File: config.mk
export PLATFORM = sky130hd
export DESIGN_NAME = nibble_unpack_fifo_flat
export DESIGN_NICKNAME = d
export VERILOG_FILES = /design/src/rtl/nibble_unpack_pkg.sv /design/src/rtl/nibble_unpack_if.sv /design/src/rtl/nibble_unpack_ram.sv /design/src/rtl/nibble_unpack_fifo.sv /design/src/flat_wrapper.sv
export SDC_FILE = /design/constraint.sdc
export NUM_CORES = 1
export LEC_CHECK = 0
export CAP_MARGIN = 20
export CORE_ASPECT_RATIO = 1.1
export CORE_MARGIN = 2
export CORE_UTILIZATION = 50
export CTS_BUF_LIST = sky130_fd_sc_hd__clkbuf_16
export DETAILED_ROUTE_END_ITERATION = 12
export GPL_TIMING_DRIVEN = 0
export PLACE_DENSITY = 0.7
export SETUP_SLACK_MARGIN = 0.5
export SYNTH_ARGS = -nofsm -noshare
export SYNTH_HDL_FRONTEND = slang
export SYNTH_SLANG_ARGS = --single-unit
File: constraint.sdc
create_clock -name clk -period 7.3 [get_ports clk]
set_input_delay 1.46 -clock clk [delete_from_list [all_inputs] [get_ports clk]]
set_output_delay 1.46 -clock clk [all_outputs]
set_load 0.05 [all_outputs]
File: src/rtl/nibble_unpack_pkg.sv
// Shared widths and defaults for the nibble unpack FIFO.
// Nibble order option: NIBBLE_UNPACK_MSN_FIRST_EN.
package nibble_unpack_pkg;

  localparam int BYTE_W    = 8;
  localparam int NIB_W     = 4;
  localparam int DEPTH_DEF = 8;

  function automatic logic [NIB_W-1:0] nib_sel(
    input logic [BYTE_W-1:0] b,
    input logic              hi
  );
    return hi ? b[BYTE_W-1:NIB_W] : b[NIB_W-1:0];
  endfunction

endpackage

File: src/rtl/nibble_unpack_if.sv
// Byte-in / nibble-out valid-ready handshake bundle.
// Nibble order option: NIBBLE_UNPACK_MSN_FIRST_EN.
interface nibble_unpack_if;
  import nibble_unpack_pkg::*;

  logic              in_valid;
  logic              in_ready;
  logic [BYTE_W-1:0] in_data;
  logic              out_valid;
  logic              out_ready;
  logic [NIB_W-1:0]  out_data;

  modport master (
    output in_valid,
    output in_data,
    output out_ready,
    input  in_ready,
    input  out_valid,
    input  out_data
  );

  modport slave (
    input  in_valid,
    input  in_data,
    input  out_ready,
    output in_ready,
    output out_valid,
    output out_data
  );

endinterface

File: src/rtl/nibble_unpack_ram.sv
// Byte storage: sync write, async read, no reset.
// Nibble order option: NIBBLE_UNPACK_MSN_FIRST_EN.
module nibble_unpack_ram
  import nibble_unpack_pkg::*;
#(
  parameter int DEPTH = DEPTH_DEF,
  parameter int AW    = 3
) (
  input  logic              clk,
  input  logic              we,
  input  logic [AW-1:0]     waddr,
  input  logic [BYTE_W-1:0] wdata,
  input  logic [AW-1:0]     raddr,
  output logic [BYTE_W-1:0] rdata
);

  logic [BYTE_W-1:0] mem [DEPTH];

  always_ff @(posedge clk) begin
    if (we) mem[waddr] <= wdata;
  end

  assign rdata = mem[raddr];

endmodule

File: src/rtl/nibble_unpack_fifo.sv
// Byte FIFO that hands bytes out as two nibbles.
// NIBBLE_UNPACK_MSN_FIRST_EN: emit high nibble first.
module nibble_unpack_fifo
  import nibble_unpack_pkg::*;
#(
  parameter int DEPTH = DEPTH_DEF,
  parameter int AW    = 3
) (
  input  logic          clk,
  input  logic          rst,
  nibble_unpack_if.slave bus,
  output logic          full,
  output logic          empty,
  output logic [AW:0]   level
);

`ifdef NIBBLE_UNPACK_MSN_FIRST_EN
  localparam logic MSN_FIRST = 1'b1;
`else
  localparam logic MSN_FIRST = 1'b0;
`endif

  localparam logic [AW:0] LVL_MAX = (AW+1)'(DEPTH);

  logic [AW-1:0]     wr_ptr;
  logic [AW-1:0]     rd_ptr;
  logic              half;
  logic              wr_en;
  logic              rd_en;
  logic              retire;
  logic [BYTE_W-1:0] rd_byte;

  assign full  = (level == LVL_MAX);
  assign empty = (level == '0);

  // Handshakes come from registered level only.
  assign bus.in_ready  = !full;
  assign bus.out_valid = !empty;

  assign wr_en  = bus.in_valid && !full;
  assign rd_en  = bus.out_ready && !empty;
  assign retire = rd_en && half;

  nibble_unpack_ram #(
    .DEPTH (DEPTH),
    .AW    (AW)
  ) u_ram (
    .clk   (clk),
    .we    (wr_en),
    .waddr (wr_ptr),
    .wdata (bus.in_data),
    .raddr (rd_ptr),
    .rdata (rd_byte)
  );

  assign bus.out_data = nib_sel(rd_byte, half ^ MSN_FIRST);

  always_ff @(posedge clk) begin
    if (rst) begin
      wr_ptr <= '0;
      rd_ptr <= '0;
      half   <= 1'b0;
      level  <= '0;
    end else begin
      if (wr_en)  wr_ptr <= wr_ptr + AW'(1);
      if (rd_en)  half   <= !half;
      if (retire) rd_ptr <= rd_ptr + AW'(1);
      unique case (1'b1)
        wr_en && !retire: level <= level + (AW+1)'(1);
        !wr_en && retire: level <= level - (AW+1)'(1);
        default:          level <= level;
      endcase
    end
  end

endmodule

File: src/flat_wrapper.sv
// flat-port wrapper written by rule: the top's interface ports become plain ports
module nibble_unpack_fifo_flat import nibble_unpack_pkg::*;
#(
  parameter int DEPTH = DEPTH_DEF,
  parameter int AW    = 3
)
  (clk, rst, full, empty, level, bus_in_valid, bus_in_data, bus_out_ready, bus_in_ready, bus_out_valid, bus_out_data);
  nibble_unpack_if bus_i ();
  input  logic clk;
  input  logic rst;
  output logic full;
  output logic empty;
  output logic [AW:0] level;
  input wire logic [$bits(bus_i.in_valid)-1:0] bus_in_valid;
  input wire logic [$bits(bus_i.in_data)-1:0] bus_in_data;
  input wire logic [$bits(bus_i.out_ready)-1:0] bus_out_ready;
  output wire logic [$bits(bus_i.in_ready)-1:0] bus_in_ready;
  output wire logic [$bits(bus_i.out_valid)-1:0] bus_out_valid;
  output wire logic [$bits(bus_i.out_data)-1:0] bus_out_data;
  assign bus_i.in_valid = bus_in_valid;
  assign bus_i.in_data = bus_in_data;
  assign bus_i.out_ready = bus_out_ready;
  assign bus_in_ready = bus_i.in_ready;
  assign bus_out_valid = bus_i.out_valid;
  assign bus_out_data = bus_i.out_data;
  nibble_unpack_fifo #(.DEPTH(DEPTH), .AW(AW)) u_core (.clk(clk), .rst(rst), .bus(bus_i), .full(full), .empty(empty), .level(level));
endmodule
; Word level (Yosys, flattened, before mapping)
; Memory sizes are Yosys's and may differ from the RTL's. A register that Yosys moved wholly into a read port is not among the register bits.
; Cells that the tools add are included.
; W data, S select, Z words.
[word_totals]
input_bits = 12
regBits = 11
ram_bits = 64
mem_count = 1
[memory_table]
columns = memory, words, word_bits, read_ports, rd_ports_with_merged_regs, wr, line
row1 = u_core.u_ram.mem, 8, 8, 1, 1, 1, nibble_unpack_ram.sv:17  ; logic [BYTE_W-1:0] mem [DEPTH];
[op_classes]
muxes = 6
n_eq_ne = 1
n_addsub = 4
n_reduce_logical = 12
[op_table]
columns = operator, n
row1 = $pmux W4 S2, 1
row2 = $add A3 B1 Y3 const B, 2
row3 = $mux W3, 2
row4 = $logic_and A1 B1 Y1, 5
row5 = $logic_not A1 Y1, 5
row6 = $add A4 B1 Y4 const B, 1
row7 = $eq A4 B4 Y1 const B, 1
row8 = $logic_not A4 Y1, 1
row9 = $mux W4, 1
row10 = $sub A4 B1 Y4 const B, 1
row11 = $mux W1, 2
row12 = $reduce_bool A2 Y1, 1

; Depth between registers and ports, before layout
[logic_depth]
word_depth = 7
mapped_depth = 11
depth_no_buf = 9

; Cells and area by module
; Synthesis repeated with hierarchy kept, for this count alone.
[hier_totals]
hier_cells = 176
hier_area_um2 = 3164.3
[modules_own_cells]
columns = mod, instances, area_per_inst_um2, seq_area_each_um2, cells_each
row1 = nibble_unpack_ram, 1, 2531.2, 1921.8, 106
row2 = nibble_unpack_fifo, 1, 633.1, 220.2, 70

; Worst setup path before layout
; Ideal clock, no wire load.
[synth_timing]
path_type = reg2out
startpoint = register u_core.level[3]
endpoint = output full
path_stages_with_launch = 4
path_slack_ns = 3.943
arrival_time_ns = 1.897
t_required_ns = 5.840
path_buffers = 1
cell_sequence = dfxtp_1 -> or4b_1 -> clkbuf_1 -> inv_1
[synth_via]
elab_chain_len = 1
[synth_lines]
columns = item, line
row1 = "start, declared", nibble_unpack_fifo.sv:14  ; output logic [AW:0] level
row2 = "start signal, assigned", nibble_unpack_fifo.sv:69  ; wr_en && !retire: level <= level + (AW+1)'(1);
row3 = "start signal, assigned", nibble_unpack_fifo.sv:71  ; default: level <= level;
row4 = $eq A4 B4 Y1, nibble_unpack_fifo.sv:33  ; assign full = (level == LVL_MAX);
row5 = "end, declared", flat_wrapper.sv:11  ; output logic full;
; No other way between the ends.

==> flow_summary.html <==
<table>
<tr><th>Metric</th><th>Value</th></tr>
<tr><th colspan="2">Status</th></tr>
<tr><td>Run status</td><td>finished, final reports clean</td></tr>
<tr><th colspan="2">GRT</th></tr>
<tr><td>Largest net degree at the start of global routing</td><td>14</td></tr>
<tr><td>GR met3 Demand/Resource</td><td>6.042%</td></tr>
<tr><td>Global routing usage summed across all routing layers</td><td>19.50%</td></tr>
<tr><td>Overflow left after global routing</td><td>0</td></tr>
<tr><td>First-pass GRT wire length</td><td>9425 um</td></tr>
<tr><td>Met2 Resource Use GR</td><td>33.20%</td></tr>
<tr><td>Via count of the first global-routing pass</td><td>1,761</td></tr>
<tr><td>Met1 usage in global routing</td><td>23.57%</td></tr>
<tr><td>Antenna violations before repair</td><td>0</td></tr>
<tr><td>Routing layer with the top usage in global route</td><td>met2</td></tr>
<tr><th colspan="2">CTS</th></tr>
<tr><td>Buffer count from post-CTS setup fixing</td><td>0</td></tr>
<tr><td>Hold-fix buffers, CTS</td><td>0</td></tr>
<tr><td>Total number of H-tree levels</td><td>3</td></tr>
<tr><td>Clk_lat worst skew</td><td>330 ps</td></tr>
<tr><td>Maximum root-to-sink buffer count</td><td>2</td></tr>
<tr><td>Count of clock tree sinks</td><td>78</td></tr>
<tr><td>Clock slew at the register clock pins of the worst setup and hold paths</td><td>60 ps</td></tr>
<tr><td>CTS tree</td><td>done</td></tr>
<tr><td>Total CTS buffers</td><td>9</td></tr>
<tr><td>Clock tree root driver cell</td><td>clkbuf_16</td></tr>
<tr><td>Total of cells resized after clock tree synthesis</td><td>0</td></tr>
<tr><th colspan="2">Floorplan</th></tr>
<tr><td>Die W</td><td>79.23 um</td></tr>
<tr><td>Initial standard-cell utilization of the core</td><td>51.19%</td></tr>
<tr><td>Die Area</td><td>6874 um^2</td></tr>
<tr><td>Die Y</td><td>86.76 um</td></tr>
<tr><td>Io pins</td><td>24</td></tr>
<tr><td>Number of placement rows</td><td>30</td></tr>
<tr><td>Core Region</td><td>6081 um^2</td></tr>
<tr><th colspan="2">Route</th></tr>
<tr><td>Drt drc</td><td>0</td></tr>
<tr><td>Vias/cell</td><td>5.556</td></tr>
<tr><td>First-iteration detailed-routing DRC count</td><td>145</td></tr>
<tr><td>Final wirelength</td><td>5920 um</td></tr>
<tr><td>Routed wirelength normalized by instance count</td><td>19.60 um</td></tr>
<tr><td>Post-route ant nets</td><td>0</td></tr>
<tr><td>Via count</td><td>1,678</td></tr>
<tr><td>Pre-Repair DR Iteration Count</td><td>4</td></tr>
<tr><th colspan="2">Synth</th></tr>
<tr><td>Ranking of synthesized cells by area</td><td>edfxtp_1, mux4_2, dfxtp_1</td></tr>
<tr><td>Complex-gate fraction of the synthesized area</td><td>3.336%</td></tr>
<tr><td>Xor and xnor area share after synthesis</td><td>2.211%</td></tr>
<tr><td>Share of async-settable or async-resettable flops after synthesis</td><td>0%</td></tr>
<tr><td>Portion of synthesized cell area occupied by the leading cell type</td><td>61.74%</td></tr>
<tr><td>Net count after synthesis</td><td>198</td></tr>
<tr><td>Average cell area after synthesis</td><td>17.20 um^2</td></tr>
<tr><td>FF+latch count, synth</td><td>78</td></tr>
<tr><td>Number of warnings printed during yosys synthesis</td><td>0</td></tr>
<tr><td>Number of instances in the synthesized netlist</td><td>181</td></tr>
<tr><td>Proportion of synthesized chip area in sequential cells</td><td>70.74%</td></tr>
<tr><td>Post-synthesis cell type count</td><td>33</td></tr>
<tr><td>Synthesized cell area</td><td>3113 um^2</td></tr>
<tr><td>Largest family of logic cells by synthesized area</td><td>multiplexers</td></tr>
<tr><td>Post-synthesis share of cell area spent on full adders, half adders and majority gates</td><td>2.010%</td></tr>
<tr><td>Mux share of post-synthesis cell area</td><td>12.58%</td></tr>
<tr><td>Primary flip-flop cell chosen by synthesis mapping</td><td>edfxtp_1</td></tr>
<tr><td>Number of flops mapped to enable cells by yosys</td><td>64</td></tr>
<tr><td>Area fraction in and, or, nand and nor cells after synthesis</td><td>7.556%</td></tr>
<tr><td>Biggest area consumer among synthesized cells</td><td>edfxtp_1</td></tr>
<tr><th colspan="2">Setup path</th></tr>
<tr><td>Logic depth of the worst setup path including buffers</td><td>6</td></tr>
<tr><td>Required arrival time at the worst endpoint</td><td>5840 ps</td></tr>
<tr><td>Largest delay share family, worst path</td><td>buffers and inverters</td></tr>
<tr><td>Worst Setup Path Type</td><td>reg -&gt; out</td></tr>
<tr><td>Crit Path Max Fanout</td><td>10</td></tr>
<tr><td>Worst flop-to-flop path endpoint</td><td>u_core.level[2]</td></tr>
<tr><td>R2R depth</td><td>11</td></tr>
<tr><td>R2R setup slack</td><td>4480 ps</td></tr>
<tr><td>Slowest cell delay on critical path</td><td>700 ps</td></tr>
<tr><td>Worst reg2reg startpoint</td><td>u_core.level[1]</td></tr>
<tr><td>Buffer and inverter count on the worst path</td><td>3</td></tr>
<tr><td>Crit path cell chain</td><td>clkbuf_1, buf_1, mux4_2, a22oi_1, nand2_1, clkdlybuf4s50_1</td></tr>
<tr><td>CP endpoint kind</td><td>output pin</td></tr>
<tr><td>CP Data Arrival Time</td><td>3030 ps</td></tr>
<tr><td>Startpoint type of the worst setup path</td><td>register</td></tr>
<tr><td>Cell type of the slowest stage on the worst timing path</td><td>clkdlybuf4s50_1</td></tr>
<tr><th colspan="2">Worst hold path</th></tr>
<tr><td>Worst Hold Class</td><td>reg -&gt; reg</td></tr>
<tr><td>End point of the worst hold path</td><td>u_core.wr_ptr[0]</td></tr>
<tr><td>Worst Hold Launch</td><td>u_core.wr_ptr[0]</td></tr>
<tr><td>Hold Path Cell Cnt</td><td>2</td></tr>
<tr><th colspan="2">Final layout</th></tr>
<tr><td>Area growth from synthesis to final layout</td><td>22.03%</td></tr>
<tr><td>Most frequent standard cell in the layout excluding fill and tap cells</td><td>edfxtp_1</td></tr>
<tr><td>Number of standard cells in the final layout excluding fillers</td><td>302</td></tr>
<tr><td>Fraction of final layout cells sized beyond drive strength 1</td><td>17.12%</td></tr>
<tr><td>Multi-input logic area</td><td>862.1 um^2</td></tr>
<tr><td>Total Nets Final</td><td>234</td></tr>
<tr><td>Layout fillers</td><td>455</td></tr>
<tr><td>End-of-flow core utilization</td><td>62.47%</td></tr>
<tr><td>Antenna diode instance count</td><td>0</td></tr>
<tr><td>Area taken by flip-flops and latches</td><td>2202 um^2</td></tr>
<tr><td>Most used cells in the layout excluding fill and tap cells</td><td>edfxtp_1, clkdlybuf4s50_1, mux4_2, nor2_1, dfxtp_1</td></tr>
<tr><th colspan="2">Timing</th></tr>
<tr><td>Worst slew pin tran</td><td>931.9 ps</td></tr>
<tr><td>Setup repair after global routing missed its margin</td><td>false</td></tr>
<tr><td>Worst-case clock skew</td><td>6.614 ps</td></tr>
<tr><td>Minimum clock period</td><td>4493 ps</td></tr>
<tr><td>Rel. slew slack</td><td>37.65%</td></tr>
<tr><td>Final setup vio count</td><td>0</td></tr>
<tr><td>Fmax achieved</td><td>222.5 MHz</td></tr>
<tr><td>Max Slew Vio Count</td><td>0</td></tr>
<tr><td>Post-route setup TNS</td><td>0 ps</td></tr>
<tr><td>Share of the cycle needed by the critical path after routing</td><td>61.55%</td></tr>
<tr><td>Hold Fails Final Rpt</td><td>0</td></tr>
<tr><th colspan="2">Place</th></tr>
<tr><td>Cells after DPL</td><td>286</td></tr>
<tr><td>DP HPWL</td><td>4033 um</td></tr>
<tr><td>Number of buffers added on ports</td><td>23</td></tr>
<tr><td>Weighted congestion at the end of routability-driven global placement</td><td>0.6860</td></tr>
<tr><th colspan="2">Power and ir drop</th></tr>
<tr><td>Total power per unit cell area</td><td>299.2 nW/um^2</td></tr>
<tr><td>Leakage power total</td><td>1.296 nW</td></tr>
<tr><td>VDD IR max</td><td>0.1612 mV</td></tr>
<tr><th colspan="2">Run</th></tr>
<tr><td>Maximum Capacitance Violations</td><td>0</td></tr>
</table>
registers in the layout, summed over array words and instances (netlist names), named ones only:
name / count
u_core.half: 1
u_core.level: 4
u_core.rd_ptr: 3
u_core.u_ram.mem: 64
u_core.wr_ptr: 3
worst register-to-register path: stages, from the launching register on:
cell     delay, ps
dfxtp_1        370
or4_1          540
buf_2          160
and3_4         180
buf_6          130
ha_1           260
xor2_1         180
ha_1           180
a21oi_1        200
xor2_1         110
or3_1          310
a21oi_1        150
Yosys cell counts (all sizes together), types with 3 or more instances:
library cell	number
a21oi	6
a22oi	8
buf	5
clkbuf	3
dfxtp	14
edfxtp	64
ha	5
mux4	16
nand2	9
nand2b	3
nand3	3
nor2	16
nor2b	3
xor2	6
worst max-delay path by stage:
stage	from	to	slack, ps
finish	register	bus_out_data[1]	2810
global route	register	bus_out_data[3]	2680
CTS	register	bus_out_data[1]	2800
detailed placement	register	bus_out_data[2]	3210
global placement	register	bus_out_data[2]	3250
floorplan	u_core.level[3]	full	3940
metal layers:
layer / share of wire (%) / vias to the layer above
met2: 53 / 44
met4: 1.1 / 0
li1: - / 787
met3: 4.5 / 4
met5: 0 / -
met1: 41 / 843
per-stage QoR:
stage / instance area [um^2] / hold slack [ps] / worst slack (ps) / total power, mW
after floorplan: 3113 / 462.1 / 3943 / 0.5996
after CTS: 3799 / 511.2 / 2799 / 1.143
after detailed placement: 3458 / 504.0 / 3212 / 0.6480
final: 3799 / 503.6 / 2807 / 1.136
after global placement: 3443 / 470.3 / 3253 / 0.6416
after global routing: 3799 / 532.6 / 2676 / 1.175
where the power goes:
part / switching (mW) / total, mW / leakage (nW) / internal (mW)
logic: 0.0820 / 0.134 / 0.429 / 0.0518
registers: 0.0100 / 0.504 / 0.695 / 0.494
clock network: 0.166 / 0.498 / 0.172 / 0.332
total: 0.258 / 1.14 / 1.30 / 0.878
final cells by class:
| cell class | instances | area share (%) |
|---|---|---|
| multi-input combinational | 93 | 22.69 |
| inverter | 2 | 0.1976 |
| timing repair buffer | 25 | 6.456 |
| tap | 80 | 2.635 |
| clock inverter | 7 | 3.030 |
| clock buffer | 9 | 5.929 |
| buffer | 8 | 1.087 |
| sequential | 78 | 57.97 |
logic make-up (layout without fill, tap and decap cells):
family / after synthesis / count (layout)
adders and majority gates: 5 / 5
buffers and inverters: 10 / 51
muxes: 19 / 19
AOI/OAI and AO/OA: 16 / 16
and+or+nand+nor: 46 / 46
DFF: 78 / 78
xor gates and xnor gates: 7 / 7
Power figures use the tool's default switching activity.
